**src/rtl/tsmac_rx_fifo_unpack.sv**
```systemverilog
// tsmac_rx_fifo_unpack: pops TSMAC RX FIFO words, enforces frame boundaries and MAX_LEN,
// and presents a buffered sop/eop/err byte stream with saturating frame/error statistics.
module tsmac_rx_fifo_unpack #(
    parameter int FIFO_DW = 10,
    parameter int MAX_LEN = 1522,
    parameter int LEN_W   = 11,
    parameter int CNT_W   = 16
) (
    input  logic               rd_clk_i,
    input  logic               rd_rst_i,
    input  logic               rd_empty_i,
    input  logic [FIFO_DW-1:0] rd_data_i,
    output logic               rd_en_o,
    output logic [7:0]         m_data_o,
    output logic               m_valid_o,
    input  logic               m_ready_i,
    output logic               m_sop_o,
    output logic               m_eop_o,
    output logic               m_err_o,
    output logic [CNT_W-1:0]   frame_cnt_o,
    output logic [CNT_W-1:0]   err_cnt_o
);
    typedef enum logic [1:0] {IDLE, FRAME, DISCARD} state_t;

    state_t           state_q, state_d;
    logic [LEN_W-1:0] len_q, len_d;
    logic             err_acc_q, err_acc_d;
    logic             rd_en_q;
    logic [10:0]      buf_q [4];
    logic [1:0]       wr_q, rd_q;
    logic [2:0]       occ_q;
    logic [CNT_W-1:0] frame_cnt_q, err_cnt_q;
    logic             push, pop, trunc;
    logic [10:0]      push_ent, head;
    logic [7:0]       w_byte;
    logic             w_last, w_err;

    assign w_byte = rd_data_i[7:0];
    assign w_last = rd_data_i[8];
    assign w_err  = rd_data_i[9];

    // Counting the in-flight read keeps occupancy at or below 3, so the 4-deep buffer never overflows.
    assign rd_en_o = !rd_empty_i && !rd_rst_i && (({1'b0, occ_q} + 4'(rd_en_q)) <= 4'd2);

    assign trunc = (len_q == LEN_W'(MAX_LEN - 1)) && !w_last;

    always_comb begin
        state_d   = state_q;
        len_d     = len_q;
        err_acc_d = err_acc_q;
        push      = 1'b0;
        push_ent  = '0;
        if (rd_en_q) begin
            case (state_q)
                IDLE: begin
                    push      = 1'b1;
                    push_ent  = {w_err, w_last, 1'b1, w_byte};
                    len_d     = LEN_W'(1);
                    err_acc_d = w_err;
                    state_d   = w_last ? IDLE : FRAME;
                end
                FRAME: begin
                    push      = 1'b1;
                    push_ent  = {w_last ? (err_acc_q | w_err) : trunc, w_last | trunc, 1'b0, w_byte};
                    len_d     = len_q + LEN_W'(1);
                    err_acc_d = err_acc_q | w_err;
                    state_d   = w_last ? IDLE : (trunc ? DISCARD : FRAME);
                end
                DISCARD: state_d = w_last ? IDLE : DISCARD;
                default: state_d = IDLE;
            endcase
        end
    end

    assign head      = buf_q[rd_q];
    assign m_valid_o = (occ_q != 3'd0);
    assign pop       = m_valid_o && m_ready_i;
    assign m_data_o  = m_valid_o ? head[7:0] : 8'd0;
    assign m_sop_o   = m_valid_o && head[8];
    assign m_eop_o   = m_valid_o && head[9];
    assign m_err_o   = m_valid_o && head[10];

    assign frame_cnt_o = frame_cnt_q;
    assign err_cnt_o   = err_cnt_q;

    always_ff @(posedge rd_clk_i) begin
        if (push)
            buf_q[wr_q] <= push_ent;
    end

    always_ff @(posedge rd_clk_i) begin
        if (rd_rst_i) begin
            state_q     <= IDLE;
            len_q       <= '0;
            err_acc_q   <= 1'b0;
            rd_en_q     <= 1'b0;
            wr_q        <= '0;
            rd_q        <= '0;
            occ_q       <= '0;
            frame_cnt_q <= '0;
            err_cnt_q   <= '0;
        end else begin
            state_q   <= state_d;
            len_q     <= len_d;
            err_acc_q <= err_acc_d;
            rd_en_q   <= rd_en_o;
            wr_q      <= wr_q + 2'(push);
            rd_q      <= rd_q + 2'(pop);
            occ_q     <= occ_q + 3'(push) - 3'(pop);
            if (pop && head[9] && !(&frame_cnt_q))
                frame_cnt_q <= frame_cnt_q + CNT_W'(1);
            if (pop && head[9] && head[10] && !(&err_cnt_q))
                err_cnt_q <= err_cnt_q + CNT_W'(1);
        end
    end
endmodule
```
**config.mk**
```make
export PLATFORM = sky130hd
export DESIGN_NAME = tsmac_rx_fifo_unpack
export DESIGN_NICKNAME = d
export VERILOG_FILES = /design/src/rtl/tsmac_rx_fifo_unpack.sv
export SDC_FILE = /design/constraint.sdc
export NUM_CORES = 1
export LEC_CHECK = 0
export CAP_MARGIN = 25
export CORE_UTILIZATION = 30
export DETAILED_ROUTE_END_ITERATION = 10
export SETUP_SLACK_MARGIN = 0.4
export SYNTH_ARGS = -nofsm -noshare
export SYNTH_HDL_FRONTEND = slang
export SYNTH_SLANG_ARGS = --single-unit
```
**constraint.sdc**
```tcl
create_clock -name rd_clk_i -period 4.5 [get_ports rd_clk_i]
set_clock_uncertainty 0.15 [all_clocks]
set_input_delay 0.45 -clock rd_clk_i [delete_from_list [all_inputs] [get_ports rd_clk_i]]
set_output_delay 0.45 -clock rd_clk_i [all_outputs]
set_load 0.01 [all_outputs]
```
# [Word-level counts from Yosys, hierarchy flattened]
# Memories as Yosys holds them, arrays and structs flattened. A register that Yosys moved wholly into a read port is not among the register bits.
# Index checks and enable logic that the tools add are counted.
[op_classes] n_addsub=8 magnitude_cmp=1 eq_ne=3 mux=16 n_bitwise=2 reduce_logical=23
[ops] cell="11-bit case mux with 2 select lines" count=2
[ops] cell="16-bit by 1-bit adder with 16-bit output (second input constant)" count=2
[ops] cell="16-bit AND reduction" count=2
[ops] cell="11-bit by 1-bit adder with 11-bit output (second input constant)" count=1
[ops] cell="11-bit equality test (second input constant)" count=1
[ops] cell="1-bit logical AND" count=11
[ops] cell="11-bit 2-to-1 mux" count=1
[ops] cell="2-bit 2-to-1 mux" count=4
[ops] cell="8-bit 2-to-1 mux" count=1
[ops] cell="1-bit 2-to-1 mux" count=6
[ops] cell="2-bit case mux with 3 select lines" count=1
[ops] cell="1-bit zero test" count=5
[ops] cell="2-bit by 1-bit adder with 2-bit output" count=2
[ops] cell="3-bit by 1-bit adder with 4-bit output" count=1
[ops] cell="4-bit by 2-bit <= comparator with 1-bit output (second input constant)" count=1
[ops] cell="3-bit by 1-bit adder with 3-bit output" count=1
[ops] cell="3-bit nonzero test" count=1
[ops] cell="3-bit by 1-bit subtractor with 3-bit output" count=1
[ops] cell="2-bit by 1-bit equality test with 1-bit output (second input constant)" count=1
[ops] cell="2-bit equality test (second input constant)" count=1
[ops] cell="2-bit zero test" count=1
[ops] cell="1-bit bitwise OR" count=2
[ops] cell="1-bit case mux with 2 select lines" count=1
[ops] cell="2-bit AND reduction" count=1
[ops] cell="2 further kinds" count=2
[totals] ff_bits=54 ramBits=44 input_bits=14 wordCells=63 n_memories=1
[memory_table] memory="buf_q" words=4 width=11 rd=1 rd_ports_with_merged_regs=1 write_ports=1 line_no="29" rtl="logic [10:0] buf_q [4];"

# [Longest topological paths before layout]
# Gate-level depths: netlist of run 1.
[logic_depth] depth_word=6 depth_mapped=8

# [Worst setup path after synthesis of run 1]
# No wires, ideal clock.
[synth_timing] path_type="flip-flop to flip-flop" start="reg err_cnt_q[0] (netlist: err_cnt_o[0])" end="reg err_cnt_q[14] (netlist: err_cnt_o[14])" setup_time_ns=0.128 arrival_ns=1.886 path_slack_ns=2.337 stages_incl_launch_ff=7 path_buffers=0 synth_period_minus_slack_ns=2.163 path_cell_list="dfxtp_1 -> ha_1 -> nand2_1 -> nor4_2 -> nor4b_1 -> xnor2_1 -> nor2_1"
[synth_between] elab_chain_cells=3 word_cells_on_any_way=4 classes_between="add/sub (1); reduce/logical (3)"
[synth_rtl] item="start: declaration" line_no="32" rtl="logic [CNT_W-1:0] frame_cnt_q, err_cnt_q;"
[synth_rtl] item="start signal: assignment" line_no="113" rtl="err_cnt_q <= err_cnt_q + CNT_W'(1);"
[synth_rtl] item="branches (longest 3 deep; another with 16-bit by 1-bit adder with 16-bit output)"
# Several ways; the timed one is not identified.
# A chain may end at the register's enable or synchronous reset.

==> results of run 1 <==
==> tightest hold or removal path: stages, from the launching register on <==
cell and delay (ps):
sky130_fd_sc_hd__dfxtp_1 300, sky130_fd_sc_hd__o21ai_0 60, sky130_fd_sc_hd__a21oi_1 60
==> kinds of logic after synthesis <==
| kind of cell | Yosys count | share of synthesized area |
|---|---|---|
| AOI/OAI and AO/OA | 53 | 0.0803 |
| xor gates and xnor gates | 35 | 0.0700 |
| adders and majority gates | 10 | 0.0303 |
| buffers and inverters | 29 | 0.0257 |
| DFF | 98 | 0.549 |
| muxes | 13 | 0.0620 |
| and+or+nand+nor | 150 | 0.183 |
==> stage by stage <==
stage / setup slack, ps / cells / hold WS (ps) / power, mW
floorplan: 2340 / 388 / 298 / 1.39
CTS: 1250 / 630 / 328 / 2.51
finish: 1330 / 630 / 328 / 2.48
global route: 1110 / 630 / 377 / 2.60
global placement: 1650 / 613 / 311 / 1.60
detailed placement: 1630 / 614 / 318 / 1.62
==> power by group through the flow <==
stage / Clock [mW] / Combinational [mW] / Sequential [mW]
final: 0.889 / 0.530 / 1.06
after global routing: 0.941 / 0.589 / 1.07
after CTS: 0.909 / 0.540 / 1.06
after detailed placement: 0 / 0.534 / 1.08
after global placement: 0 / 0.522 / 1.08
after floorplan: 0 / 0.349 / 1.04
==> cell usage in the layout, fill, tap and decap left out, drive strengths merged, types with 3 or more instances in the layout <==
cell / netlist / final
a21o: 3 / 3
inv: 11 / 13
a211oi: 15 / 15
ha: 9 / 9
buf: 6 / 5
mux4: 11 / 11
or3: 6 / 6
a21oi: 18 / 18
nor4b: 4 / 4
o31ai: 3 / 3
clkbuf: 11 / 9
bufinv: 0 / 3
xnor2: 29 / 29
nand4: 10 / 10
nand3: 15 / 15
nand2: 20 / 20
nor4: 3 / 3
o21ai: 6 / 6
clkdlybuf4s50: 0 / 58
and4: 5 / 5
xor2: 6 / 6
or4: 4 / 4
nor3b: 4 / 4
dfxtp: 54 / 54
edfxtp: 44 / 44
nor2: 44 / 44
or2: 4 / 4
nor3: 3 / 3
and2: 22 / 22
==> metal layers <==
| layer | track usage | share of wire | up-vias |
|---|---|---|---|
| li1 | - | - | 1532 |
| met1 | 0.160 | 0.47 | 1494 |
| met2 | 0.203 | 0.46 | 55 |
| met3 | 0.0349 | 0.049 | 15 |
| met4 | 0.0633 | 0.025 | 0 |
| met5 | 0 | 0 | - |
==> registers in the layout (all words and copies together) (netlist names) <==
name and count:
len_q 11, rd_q 2, err_cnt_o 16, wr_q 2, state_q 2, rd_en_q 1, buf_q 44, frame_cnt_o 16
err_acc_q 1, occ_q 3
==> final cells by class <==
cell class                 count  area (um2)
fill                        1330        8540
sequential                    98        2400
multi-input combinational    261        1860
timing repair buffer          63         622
clock buffer                   9         225
tap                          180         225
clock inverter                 7         124
inverter                      12        45.0
==> worst paths after layout <==
path / startpoint / end / slack (ps) / depth (start not counted)
min: err_acc_q / err_acc_q / 330 / 2
max: rd_q[0] / m_err_o / 1330 / 3
max reg2reg: rd_q[0] / err_cnt_o[15] / 1710 / 5
min reg2reg: err_acc_q / err_acc_q / 330 / 2
==> implementation parameters, run 1 <==
Parameter                              Value

Clock tree
  Maximum level of the CTS H-tree ... 3
  CTS tree ... yes
  Number of buffers inserted during clock tree synthesis ... 9
  Clk_lat worst skew ... 350 ps
  # Post-CTS Setup Buffers ... 0
  CTS Root Cell ... sky130_fd_sc_hd__clkbuf_16
  Number of gates resized after CTS ... 0
  Hold buffer count at CTS ... 0
  CTS clock-pin slew for the worst setup and hold paths ... 70 ps
  Maximum root-to-sink buffer count ... 2
  Clk sink count ... 98

Job
  Max cap viols ... 0

Yosys
  Cell taking the most area after synthesis ... sky130_fd_sc_hd__edfxtp_1
  Synth cell count leaders ... sky130_fd_sc_hd__dfxtp_1 (54), sky130_fd_sc_hd__edfxtp_1 (44), sky130_fd_sc_hd__nor2_1 (44)
  Netlist Area Pre-Place ... 4380 um2
  Avg Cell Area, Syn ... 11.3 um2
  Part of the Yosys area used for sequential elements ... 0.549
  Most area-consuming cells after synthesis ... sky130_fd_sc_hd__edfxtp_1 (30%), sky130_fd_sc_hd__dfxtp_1 (25%), sky130_fd_sc_hd__xnor2_1 (5.8%)
  Most repeated cell in the gate-level netlist after synthesis ... sky130_fd_sc_hd__dfxtp_1
  Post-Synthesis Cells ... 388
  Leading register cell type out of synthesis ... sky130_fd_sc_hd__dfxtp_1
  Share of the synthesized area in the top cell type ... 0.302
  Register bit count reported by yosys ... 98
  Proportion of register bits with asynchronous set or reset after synthesis ... 0
  EDFF count, synth ... 44
  Post-Synthesis Net Count ... 412
  Number of warnings printed during yosys synthesis ... 0
  Number of unique standard cell types used by synthesis ... 44

Critical path
  Worst-path cell chain ... mux4_1, and2_1, clkdlybuf4s50_1
  WS Path Type ... flip-flop to primary output
  Cell with the biggest individual delay on the critical path ... sky130_fd_sc_hd__dfxtp_1
  Number of buffers and inverters on the critical path ... 1
  Worst path top cell family by delay ... flip-flops
  Type of element capturing the critical path ... primary output
  Data required time of the worst path ... 3900 ps
  Data arrival time of the critical path ... 2570 ps
  Critical path startpoint category ... flip-flop
  Highest net fanout along the worst path ... 13
  CP max stage delay ... 860 ps

Global route
  Vias in the first global route ... 2984
  Wire length of the first global-routing pass ... 14.6 mm
  Maximum number of pins on one net before global-route repair ... 46
  Global-route usage over all layers ... 0.128
  Antenna violations before repair ... 0
  Total global routing overflow ... 0

Placement
  HPWL Detailed ... 6.16 mm
  Count of buffers inserted at the top-level ports ... 58
  RePlAce Congestion ... 0.790
  Placed instance area ... 5160 um2

Detailed routing
  Routed vias/inst ... 4.91
  Count of routing violations after the opening detailed-route iteration ... 122
  Routed via count ... 3096
  Average routed wire per standard cell ... 14.1 um
  Drt total wl ... 8.91 mm
  Iteration count of the initial detailed-routing pass ... 4
  DRC Markers ... 0
  Routed Antenna Nets ... 0

Power
  Largest voltage drop on the vdd net ... 0.220 mV
  Switching Share ... 0.262
  Share of power burned in registers ... 0.428
  Pwr Density ... 450 nW/um2
  Internal cell power ... 1.83 mW
  Fraction of power consumed by combinational cells ... 0.214
  Part of the total power dissipated in the clock network ... 0.359
  Leakage ... 1.77 nW
  Net switching power figure ... 649 uW

Run status
  Status ... complete, no violations

STA
  Count of final max-slew check failures ... 0
  Post-route setup TNS ... 0 ps
  Final hold violation count ... 0
  Finish-stage setup viols ... 0
  Shortest clock period the worst path allows after layout ... 3170 ps
  Highest clock rate ... 315 MHz
  RSZ-0062 raised after global routing ... no
  Worst slew margin relative to its limit ... 0.322
  Slew at the pin closest to its max-slew limit ... 1010 ps
  Fin crit share ... 0.705

Floorplanning
  Number of ports placed on the die boundary ... 59
  Placeable core region ... 14000 um2
  Initial cell density of the core ... 0.312
  Die W ... 123 um
  Die Area ... 15100 um2
  Y dimension of the die ... 123 um
  Number of cell rows ... 43

Finish
  Area growth, synth to finish ... 25.8%
  Number of nets in the finished design ... 469
  Final design utilization ... 0.392
  Fin area ... 5510 um2
  Final antenna diode count ... 0
  Layout cell share with drive strength beyond 1 ... 0.0844

Min path
  Type of the tightest min-delay check ... flip-flop to flip-flop
No activity file was read; power rests on OpenSTA's default activity.
==> run 2: changes to the inputs <==
- clock period: 4.5 -> 2.8 ns (I/O delays scaled with it)
==> implementation parameters, run 2 (synthesized netlist as in run 1, its figures left out) <==
Parameter                              Value

Critical path
  Worst-path cell chain ... mux4_2, buf_4, nand3_2, a21o_4, or4_1, a21oi_1
  CP max stage delay ... 500 ps
  Highest net fanout along the worst path ... 12
  Worst R2R End ... err_cnt_o[15]
  WS Path Type ... flip-flop to flip-flop
  Data required time of the worst path ... 2930 ps
  Critical path startpoint category ... flip-flop
  Source of the worst register-to-register timing path ... rd_q[0]
  Data arrival time of the critical path ... 2410 ps
  Type of element capturing the critical path ... flip-flop
  Cell with the biggest individual delay on the critical path ... sky130_fd_sc_hd__or4_1
  Reg2reg setup slack ... 510 ps
  Number of cell instances on the worst register-to-register path ... 6

Global route
  Wire length of the first global-routing pass ... 14.9 mm
  Vias in the first global route ... 2977
  Global-route usage over all layers ... 0.131
  Total global routing overflow ... 0
  Antenna violations before repair ... 0
  Maximum number of pins on one net before global-route repair ... 46

STA
  RSZ-0062 raised after global routing ... no
  Worst slew margin relative to its limit ... 0.634
  Post-route setup TNS ... 0 ps
  Finish-stage setup viols ... 0
  Highest clock rate ... 438 MHz
  Fin crit share ... 0.816
  Count of final max-slew check failures ... 0
  Slew at the pin closest to its max-slew limit ... 548 ps
  Shortest clock period the worst path allows after layout ... 2290 ps
  Final hold violation count ... 0

Clock tree
  Clk sink count ... 98
  CTS tree ... yes
  Maximum level of the CTS H-tree ... 3
  Maximum root-to-sink buffer count ... 2
  Number of buffers inserted during clock tree synthesis ... 9
  Clk_lat worst skew ... 350 ps
  CTS clock-pin slew for the worst setup and hold paths ... 70 ps
  CTS Root Cell ... sky130_fd_sc_hd__clkbuf_16
  Hold buffer count at CTS ... 0

Floorplanning
  Die W ... 123 um
  Y dimension of the die ... 123 um
  Initial cell density of the core ... 0.312
  Placeable core region ... 14000 um2
  Number of ports placed on the die boundary ... 59
  Die Area ... 15100 um2
  Number of cell rows ... 43

Detailed routing
  Routed via count ... 3074
  Drt total wl ... 8.93 mm
  Iteration count of the initial detailed-routing pass ... 4
  Count of routing violations after the opening detailed-route iteration ... 172
  Routed vias/inst ... 4.80
  DRC Markers ... 0
  Routed Antenna Nets ... 0
  Average routed wire per standard cell ... 14.0 um

Min path
  Number of cells on the worst hold path ... 2
  Start point of the worst hold path ... err_acc_q
  Type of the tightest min-delay check ... flip-flop to flip-flop
  Worst hold endpoint ... err_acc_q

Power
  Part of the total power dissipated in the clock network ... 0.345
  Net switching power figure ... 1.06 mW
  Internal cell power ... 2.90 mW
  Fraction of power consumed by combinational cells ... 0.231
  Pwr Density ... 709 nW/um2
  Largest voltage drop on the vdd net ... 0.273 mV
  Share of power burned in registers ... 0.424
  Switching Share ... 0.267
  Leakage ... 1.89 nW

Placement
  Post-placement cell count ... 620
  HPWL Detailed ... 6.25 mm
  Count of buffers inserted at the top-level ports ... 58
  RePlAce Congestion ... 0.775

Finish
  Commonest cells after routing, fill and taps aside ... sky130_fd_sc_hd__dfxtp_1 (52), sky130_fd_sc_hd__clkdlybuf4s50_1 (46), sky130_fd_sc_hd__nor2_1 (44), sky130_fd_sc_hd__edfxtp_1 (44), sky130_fd_sc_hd__xnor2_1 (29)
  Number of nets in the finished design ... 479
  Layout fillers ... 1364
  Most common cell after layout, fill and taps aside ... sky130_fd_sc_hd__dfxtp_1
  Max reg flops ... 44
  Register ranked first by flip-flop count ... buf_q
  Cell Count, Final, Fillers Out ... 640
  Layout cell share with drive strength beyond 1 ... 0.115
  Final antenna diode count ... 0
  Area growth, synth to finish ... 27.5%

Job
  Max cap viols ... 0

Run status
  Status ... complete, no violations
==> run 2: cell types whose count changed in the layout (fill, tap and decap cells not counted), sizes merged <==
cell,change
clkbuf,+1
dlymetal6s2s,+3
clkinvlp,-1
dlygate4sd2,+9
bufinv,-1
buf,+10
clkdlybuf4s50,-12
inv,+1
==> run 2: per-layer routing <==
metal,vias to the layer above,routed length (um),GRT usage
met5,-,0,0
met4,0,165,0.0572
met3,11,459,0.0353
met2,67,4100,0.205
met1,1444,4210,0.169
li1,1552,-,-
==> run 2: critical path, delay by kind of cell (launching register included) <==
family / cells / cell delay [ps]
flops: 1 / 370
compound gates: 2 / 450
mux: 1 / 340
buf+inv: 1 / 140
simple gates: 2 / 760
==> run 2: worst max path at each step <==
stage / start / endpoint / slack (ps) / cells past startpoint
floorplan: err_cnt_o[0] / err_cnt_o[14] / 640 / 6
global placement: rd_rst_i / rd_en_o / 380 / 4
detailed placement: m_ready_i / err_cnt_o[15] / 380 / 6
CTS: rd_q[0] / m_sop_o / 310 / 4
global route: rd_q[0] / err_cnt_o[11] / 430 / 6
finish: rd_q[0] / err_cnt_o[15] / 510 / 6
==> run 2: layout make-up <==
class / instances / area [um2] / share of cell area
flip-flops and latches: 98 / 2410 / 0.431
inverters: 12 / 45.0 / 0.00807
repair buffers: 73 / 701 / 0.126
clock buffers: 10 / 239 / 0.0428
well taps: 180 / 225 / 0.0404
clock inverters: 6 / 95.1 / 0.0170
multi-input cells: 261 / 1870 / 0.335
==> run 2: timing repair <==
action,4_1_cts,5_1_grt
setup endpoints to repair,12,3
pin swaps,0,1
endpoints found under the hold margin,0,0
setup buffers,3,0
resized for setup,17,3
==> run 2: through the flow <==
stage	util	total power, mW	hold WS, ps	area, um2	worst slack, ps
after floorplan	-	2.24	266	4380	637
after global placement	0.370	2.62	311	5200	376
after detailed placement	0.370	2.64	318	5200	384
after CTS	0.396	4.04	330	5560	309
after global routing	0.397	4.19	353	5580	429
final	0.397	3.96	337	5580	514
==> run 2: power groups by stage <==
stage	Clock (mW)	Combinational (mW)	Sequential (mW)
after floorplan	0	0.561	1.68
after global placement	0	0.918	1.70
after detailed placement	0	0.938	1.71
after CTS	1.42	0.943	1.68
after global routing	1.47	1.02	1.69
final	1.36	0.915	1.68
==> run 3: changes to the inputs <==
- clock period: 2.8 -> 2.1 ns (I/O delays scaled with it)
==> implementation parameters, run 3 (synthesized netlist as in run 1, its figures left out) <==
Parameter                              Value

Global route
  Global-route usage over all layers ... 0.139
  Vias in the first global route ... 3235
  Maximum number of pins on one net before global-route repair ... 45
  Antenna violations before repair ... 0
  Total global routing overflow ... 0
  Wire length of the first global-routing pass ... 15.9 mm

Finish
  Layout cell share with drive strength beyond 1 ... 0.383
  Max reg flops ... 44
  Register ranked first by flip-flop count ... buf_q
  Most common cell after layout, fill and taps aside ... sky130_fd_sc_hd__edfxtp_1
  Number of nets in the finished design ... 515
  Commonest cells after routing, fill and taps aside ... sky130_fd_sc_hd__edfxtp_1 (44), sky130_fd_sc_hd__nor2_1 (40), sky130_fd_sc_hd__clkdlybuf4s50_1 (34)
  Final design utilization ... 0.462
  Final antenna diode count ... 0
  Area growth, synth to finish ... 48.3%

Critical path
  Reg2reg setup slack ... -60 ps
  Number of cell instances on the worst register-to-register path ... 8
  Highest net fanout along the worst path ... 5
  Critical path startpoint category ... flip-flop
  Data arrival time of the critical path ... 2270 ps
  Start point of the critical path ... rd_q[0]
  Worst R2R End ... err_cnt_o[9]
  Source of the worst register-to-register timing path ... rd_q[0]
  WS Path Type ... flip-flop to flip-flop
  Data required time of the worst path ... 2210 ps
  Type of element capturing the critical path ... flip-flop

Clock tree
  CTS Root Cell ... sky130_fd_sc_hd__clkbuf_16
  Maximum root-to-sink buffer count ... 2
  Number of buffers inserted during clock tree synthesis ... 9
  Hold buffer count at CTS ... 0
  CTS clock-pin slew for the worst setup and hold paths ... 70 ps
  Clk_lat worst skew ... 340 ps
  Clk sink count ... 98
  Maximum level of the CTS H-tree ... 3
  CTS tree ... yes

Detailed routing
  Met2 Wirelength ... 5.07 mm
  Routed Antenna Nets ... 0
  Top metal layer carrying routed signals ... met4
  Drt total wl ... 10.1 mm
  Wl on met1 ... 4.65 mm
  Count of routing violations after the opening detailed-route iteration ... 130
  Routed vias/inst ... 4.85
  Average routed wire per standard cell ... 15.0 um
  Routed via count ... 3278
  Routed met3 length ... 282 um
  DRC Markers ... 0
  Iteration count of the initial detailed-routing pass ... 4

Run status
  Violations in the final reports ... negative setup slack
  Status ... complete, but fails checks

Floorplanning
  Y dimension of the die ... 123 um
  Die W ... 123 um
  Die Area ... 15100 um2
  Number of ports placed on the die boundary ... 59
  Placeable core region ... 14000 um2
  Number of cell rows ... 43
  Initial cell density of the core ... 0.312

Job
  Max cap viols ... 0

STA
  Final hold slack ... 333 ps
  Count of final max-slew check failures ... 0
  RSZ-0062 raised after global routing ... yes
  Shortest clock period the worst path allows after layout ... 2160 ps
  Highest clock rate ... 463 MHz
  Finish-stage setup viols ... 14
  PnR worst setup slack ... -57.8 ps
  Final hold violation count ... 0
  Slew at the pin closest to its max-slew limit ... 486 ps
  Fin crit share ... 1.03
  Worst slew margin relative to its limit ... 0.676

Placement
  Count of buffers inserted at the top-level ports ... 58
  HPWL Detailed ... 6.60 mm
  RePlAce Congestion ... 0.774

Min path
  Number of cells on the worst hold path ... 3
  Worst hold endpoint ... err_acc_q
  Start point of the worst hold path ... rd_data_i[9]
  Type of the tightest min-delay check ... input pin to flip-flop

Power
  Largest voltage drop on the vdd net ... 0.412 mV
  Pwr Density ... 914 nW/um2
  Leakage ... 2.33 nW
run 3: what timing repair did:
| item | 4_1_cts | 5_1_grt |
|---|---|---|
| setup buffers | 17 | 8 |
| cloned | 1 | 1 |
| gates resized for setup | 116 | 63 |
| endpoints found under the setup margin | 119 | 103 |
| hold endpoints to repair | 0 | 0 |
| pin swaps | 34 | 32 |
run 3: where the power goes:
group | switching [mW] | internal (mW)
Sequential | 0.123 | 2.14
Clock | 0.744 | 0.939
Combinational | 0.805 | 1.19
run 3: worst max-delay path by stage:
stage / slack, ps / depth (start not counted) / end
detailed placement: -100 / 6 / err_cnt_o[9]
global route: -150 / 10 / err_cnt_o[8]
finish: -60 / 8 / err_cnt_o[9]
floorplan: 210 / 6 / err_cnt_o[14]
CTS: -60 / 8 / err_cnt_o[9]
global placement: -90 / 4 / rd_en_o
run 3: cell type report:
class,instances,area [um2]
multi-input cells,262,2310
inverters,12,50.0
repair buffers,108,1140
fillers,1252,7550
clock inverters,6,72.6
flip-flops and latches,98,2460
well taps,180,225
clock buffers,10,229
run 3: per-stage QoR:
stage / instance area (um2) / cells / setup WS (ps) / setup TNS [ps] / power [mW]
floorplan: 4550 / 388 / 213 / 0 / 3.05
global placement: 5490 / 633 / -90.5 / -399 / 3.71
detailed placement: 5490 / 633 / -105 / -737 / 3.74
CTS: 6170 / 667 / -60.3 / -155 / 5.72
global route: 6490 / 676 / -146 / -2050 / 6.23
finish: 6490 / 676 / -57.8 / -358 / 5.93
run 3: per-layer routing:
layer  vias up  global-route usage
met2        48               0.228
met5         -                   0
met3        10              0.0330
met1      1600               0.174
met4         0              0.0549
li1       1620                   -
run 3: worst max-delay path, cell delays in order, from the launching register on:
cell and delay [ps]:
sky130_fd_sc_hd__dfxtp_4 360, sky130_fd_sc_hd__buf_6 120, sky130_fd_sc_hd__mux4_2 350, sky130_fd_sc_hd__buf_6 100
sky130_fd_sc_hd__buf_6 80, sky130_fd_sc_hd__nand3_4 80, sky130_fd_sc_hd__a21o_4 210, sky130_fd_sc_hd__or4_1 470
sky130_fd_sc_hd__a21oi_1 150
